===== config.mk =====
export PLATFORM = sky130hd
export DESIGN_NAME = bg_rom_arbiter
export DESIGN_NICKNAME = d
export VERILOG_FILES = /design/src/rtl/bg_rom_arbiter.sv
export SDC_FILE = /design/constraint.sdc
export NUM_CORES = 1
export LEC_CHECK = 0
export CORE_UTILIZATION = 40
export DETAILED_ROUTE_END_ITERATION = 12
export PLACE_DENSITY = 0.81
export SYNTH_ARGS = -nofsm -noshare
export SYNTH_HDL_FRONTEND = slang
export SYNTH_SLANG_ARGS = --single-unit

===== constraint.sdc =====
create_clock -name CLK_32M -period 3.9 [get_ports CLK_32M]
set_input_delay 1.17 -clock CLK_32M [delete_from_list [all_inputs] [get_ports CLK_32M]]
set_output_delay 1.17 -clock CLK_32M [all_outputs]
set_load 0.02 [all_outputs]

===== src/rtl/bg_rom_arbiter.sv =====
// bg_rom_arbiter: shares one SDRAM tile-ROM read channel between two background
// layer fetchers. Each layer has one pending slot. The slots are granted
// round-robin, with one read outstanding at a time. Returned words are steered
// back to the layer that issued the read.
module bg_rom_arbiter #(
  parameter int AW      = 21,
  parameter int DW      = 32,
  parameter int TIMEOUT = 63
) (
  input  logic          CLK_32M,
  input  logic          RESET_N,
  input  logic          a_req,
  input  logic [AW-1:0] a_addr,
  output logic          a_rdy,
  output logic [DW-1:0] a_data,
  input  logic          b_req,
  input  logic [AW-1:0] b_addr,
  output logic          b_rdy,
  output logic [DW-1:0] b_data,
  output logic          sdr_req,
  output logic [AW-1:0] sdr_addr,
  input  logic          sdr_rdy,
  input  logic [DW-1:0] sdr_data,
  output logic          timeout_err,
  output logic [7:0]    ovf_cnt
);

  typedef enum logic {S_IDLE, S_WAIT} state_e;

  // wcnt counts 0..TIMEOUT-1 while waiting. The abort fires on the cycle that
  // would make it reach TIMEOUT, so timeout_err lands TIMEOUT cycles after sdr_req.
  localparam logic [7:0] TMO_LAST = 8'(TIMEOUT - 1);

  state_e        state_q, state_d;
  logic          pend_a_q, pend_a_d, pend_b_q, pend_b_d;
  logic [AW-1:0] slot_a_q, slot_a_d, slot_b_q, slot_b_d;
  logic          last_b_q, last_b_d;    // 1: the last grant went to layer B
  logic          owner_b_q, owner_b_d;  // 1: the outstanding read belongs to B
  logic [7:0]    wcnt_q, wcnt_d;
  logic          sdr_req_q, sdr_req_d;
  logic [AW-1:0] sdr_addr_q, sdr_addr_d;
  logic          a_rdy_q, a_rdy_d, b_rdy_q, b_rdy_d;
  logic [DW-1:0] a_data_q, a_data_d, b_data_q, b_data_d;
  logic          tmo_q, tmo_d;
  logic [7:0]    ovf_q, ovf_d;
  logic          gnt_a, gnt_b;
  logic [8:0]    ovf_sum;

  // Next-state: grant arbitration, wait/timeout tracking, slot and overflow update.
  always_comb begin
    state_d    = state_q;
    pend_a_d   = pend_a_q;
    pend_b_d   = pend_b_q;
    slot_a_d   = slot_a_q;
    slot_b_d   = slot_b_q;
    last_b_d   = last_b_q;
    owner_b_d  = owner_b_q;
    wcnt_d     = wcnt_q;
    sdr_req_d  = 1'b0;
    sdr_addr_d = sdr_addr_q;
    a_rdy_d    = 1'b0;
    b_rdy_d    = 1'b0;
    a_data_d   = a_data_q;
    b_data_d   = b_data_q;
    tmo_d      = 1'b0;
    gnt_a      = 1'b0;
    gnt_b      = 1'b0;

    case (state_q)
      S_IDLE: begin
        // On a tie, A wins unless A was the last layer granted.
        if (pend_a_q && (!pend_b_q || last_b_q)) gnt_a = 1'b1;
        else if (pend_b_q)                       gnt_b = 1'b1;
        if (gnt_a || gnt_b) begin
          sdr_req_d  = 1'b1;
          sdr_addr_d = gnt_a ? slot_a_q : slot_b_q;
          owner_b_d  = gnt_b;
          last_b_d   = gnt_b;
          wcnt_d     = '0;
          state_d    = S_WAIT;
        end
      end
      S_WAIT: begin
        if (sdr_rdy) begin
          if (owner_b_q) begin
            b_rdy_d  = 1'b1;
            b_data_d = sdr_data;
          end else begin
            a_rdy_d  = 1'b1;
            a_data_d = sdr_data;
          end
          state_d = S_IDLE;
        end else if (wcnt_q == TMO_LAST) begin
          tmo_d   = 1'b1;
          state_d = S_IDLE;
        end else begin
          wcnt_d = wcnt_q + 8'd1;
        end
      end
      default: state_d = S_IDLE;
    endcase

    // A new request on the grant edge refills the slot after the grant read it,
    // so setting the slot takes priority over clearing it.
    if (gnt_a) pend_a_d = 1'b0;
    if (gnt_b) pend_b_d = 1'b0;
    if (a_req) begin
      pend_a_d = 1'b1;
      slot_a_d = a_addr;
    end
    if (b_req) begin
      pend_b_d = 1'b1;
      slot_b_d = b_addr;
    end

    ovf_sum = {1'b0, ovf_q} + {8'd0, a_req & pend_a_q} + {8'd0, b_req & pend_b_q};
    ovf_d   = ovf_sum[8] ? 8'hFF : ovf_sum[7:0];
  end

  // State register. Reset is synchronous and abandons any outstanding read.
  always_ff @(posedge CLK_32M) begin
    if (!RESET_N) begin
      state_q    <= S_IDLE;
      pend_a_q   <= 1'b0;
      pend_b_q   <= 1'b0;
      slot_a_q   <= '0;
      slot_b_q   <= '0;
      last_b_q   <= 1'b1;
      owner_b_q  <= 1'b0;
      wcnt_q     <= '0;
      sdr_req_q  <= 1'b0;
      sdr_addr_q <= '0;
      a_rdy_q    <= 1'b0;
      b_rdy_q    <= 1'b0;
      a_data_q   <= '0;
      b_data_q   <= '0;
      tmo_q      <= 1'b0;
      ovf_q      <= '0;
    end else begin
      state_q    <= state_d;
      pend_a_q   <= pend_a_d;
      pend_b_q   <= pend_b_d;
      slot_a_q   <= slot_a_d;
      slot_b_q   <= slot_b_d;
      last_b_q   <= last_b_d;
      owner_b_q  <= owner_b_d;
      wcnt_q     <= wcnt_d;
      sdr_req_q  <= sdr_req_d;
      sdr_addr_q <= sdr_addr_d;
      a_rdy_q    <= a_rdy_d;
      b_rdy_q    <= b_rdy_d;
      a_data_q   <= a_data_d;
      b_data_q   <= b_data_d;
      tmo_q      <= tmo_d;
      ovf_q      <= ovf_d;
    end
  end

  assign sdr_req     = sdr_req_q;
  assign sdr_addr    = sdr_addr_q;
  assign a_rdy       = a_rdy_q;
  assign a_data      = a_data_q;
  assign b_rdy       = b_rdy_q;
  assign b_data      = b_data_q;
  assign timeout_err = tmo_q;
  assign ovf_cnt     = ovf_q;

endmodule


==> results.cfg <==
[sta]
finalMaxSlewViolations = 0
min_period_ns = 2.94
finalSetupViolCount = 0
setup-tns-final_ns = 0
finalCritPeriodShare_pct = 75.3
skew_ns = 0.00609
slew_headroom_pct = 46.8
fmax_ghz = 0.341
worst_pin_slew_ns = 0.797
rsz0062_at_grt = no
fin_ws_ns = 0.965
fin_hold_ws_ns = 0.452
hold_viol = 0

[min_path]
worstHoldPathCells = 2
holdPathEnd = a_data[28]
min-delay-path-class = reg -> reg
min-delay-start = a_data[28]

[placement]
io_buffers = 175
placedCellCount = 980
hpwl_um = 9730
placed_area_um2 = 7580
place_ws_ns = 0.500
finalWeightedCongestion = 0.757

[flow_run]
cap_viol_max_count = 0

[logic_synthesis]
synth_top_area_share_pct = 53.0
yosys.area.top_type = dfxtp_1
synth_cells = 666
yosysWarnings = 0
ys_seq_area_share_pct = 53.0
mappedNetlistNets = 749
netlist_area_um2 = 5740
synthMuxAreaShare_pct = 7.49
ys_ff_latch = 152
synth_area_leaders = dfxtp_1, nand2_1, mux2i_1, a21oi_1, nor2_1
synth_compound_area_share_pct = 11.8
synth-simple-area-share_pct = 21.9
synthAdderAreaFrac_pct = 1.00
async_flop_share_pct = 0
synth_edf_count = 0
netlist-cell-type-count = 42
synth-xor-area-share_pct = 0.457
synth.avg_cell_area_um2 = 8.63
synth_top_family_by_area = simple AND/OR/NAND/NOR gates
synth_ff_type = dfxtp_1

[setup_path]
crit_path_end_kind = register
r2r_cells = 8
ff2ff_setup_slack_ns = 1.82
crit_type = in -> reg
arrival_ns = 3.29
worstSetupStartpoint = b_req
path_max_fanout = 6
r2r-end = ovf_cnt[4]
rr_startpoint = pend_b_q
required_ns = 4.25
startpoint_type = input port

[power]
power_density_nw_per_um2 = 480
power.leakage_nw = 3.06
ir_drop_mv = 0.297
power.total_mw = 3.96

[die]
start_util_pct = 41.2
die_area_um2 = 14800
ios = 176
rows = 43
die_width_um = 122
core_um2 = 13900
die_h_um = 122

[clocking]
clockBufferDepth = 2
tritoncts = yes
clkTransAtPathRegs_ns = 0.06
worstSkewPairLatency_ns = 0.42
cts_buffers = 17
cts_resized = 0
ctsRootBufferMaster = clkbuf_16
post_cts_buffers = 0
h-tree-depth = 4
clock-sinks = 152
holdBufCountCts = 0

[drt]
routed_via_density = 5.01
first_pass_iters = 5
wire_per_inst_um = 14.7
drc = 0
drt_wl_total_um = 14900
drtAntennaViolNets = 0
drt-initial-drc-count = 248
dr_total_vias = 5067

[global_routing]
grt_pass1_wl_um = 23400
grt_max_degree = 61
met1_usage_pct = 24.6
grtUsageMet3_pct = 5.38
grt_pass1_vias = 4698
overflow = 0
busiest_layer = met2
use_met2_pct = 33.1
grt_usage_pct = 20.2
antenna_found_initial = 0

[cells_and_area]
fillCellCount = 1173
diodes = 0
areaGrowthSynthToFinish_pct = 43.6
fin_util_pct = 59.2
layout.nets = 902
stdcell_count = 1012
final_area_um2 = 8250
most-common-layout-cells = clkdlybuf4s50_1, nand2_1, dfxtp_1
drive_gt1_share_pct = 5.77
layout_commonest_cell = clkdlybuf4s50_1

[run_status]
status = complete, no violations
-- sequential cells by signal, indices dropped and copies added, names as in the netlist --
signal and cells:
owner_b_q 1, b_rdy 1, sdr_req 1, ovf_cnt 8, a_data 32, b_data 32
timeout_err 1, pend_a_q 1, pend_b_q 1, state_q 1, slot_a_q 21, a_rdy 1
wcnt_q 8, slot_b_q 21, sdr_addr 21, last_b_q 1
-- final cells by class --
class / instances / area, um^2 / area share (%)
inverters: 5 / 21.3 / 0.258
repair buffers: 185 / 1840 / 22.3
clock inverters: 13 / 225 / 2.73
clock buffers: 19 / 443 / 5.37
flip-flops and latches: 152 / 3040 / 36.9
well taps: 180 / 225 / 2.73
multi-input cells: 458 / 2450 / 29.7
-- per-layer routing --
metal  wire (um)  vias up
met4         416        0
met3         786       25
met1        6460     2340
li1            -     2555
met2        7260      147
met5           0        -
-- cell families (layout without fill, tap and decap cells) --
group	after synthesis	in the layout
compound gates	111	111
xor+xnor	3	3
fa+ha+maj	4	4
buf+inv	56	222
flops	152	152
mux	43	43
simple gates	297	297
-- synthesized netlist by cell type (2+ instances only) --
master,n
clkbuf_1,25
dfxtp_1,152
nand3_1,28
ha_1,3
and3_1,5
a311oi_1,21
a21oi_1,76
inv_1,5
nand2b_1,6
nand2_1,159
nor3_1,3
buf_2,23
mux2i_1,43
xor2_1,2
a31oi_1,3
nand4_1,6
o21a_1,5
and4_1,2
nand3b_1,2
nor2b_1,2
nor2_1,74
-- report_power, final --
group	switching (mW)	internal (mW)
registers	0.0416	1.63
clock network	0.637	1.21
logic	0.230	0.215
total	0.908	3.06
-- worst max-delay path by stage --
stage / to / slack, ns / cells after the start
global placement: ovf_cnt[4] / 0.53 / 9
detailed placement: ovf_cnt[4] / 0.50 / 9
finish: ovf_cnt[4] / 0.96 / 9
floorplan: ovf_cnt[4] / 0.77 / 10
global route: ovf_cnt[4] / 0.83 / 9
CTS: ovf_cnt[4] / 0.95 / 9
-- critical path: stages --
cell and delay (ns):
clkdlybuf4s50_1 0.50, nand2_1 0.10, fa_1 0.45, inv_1 0.08
ha_1 0.19, and4_1 0.27, nand4_1 0.26, o21a_1 0.19
nor2_1 0.08
No activity file was read; power rests on OpenSTA's default activity.
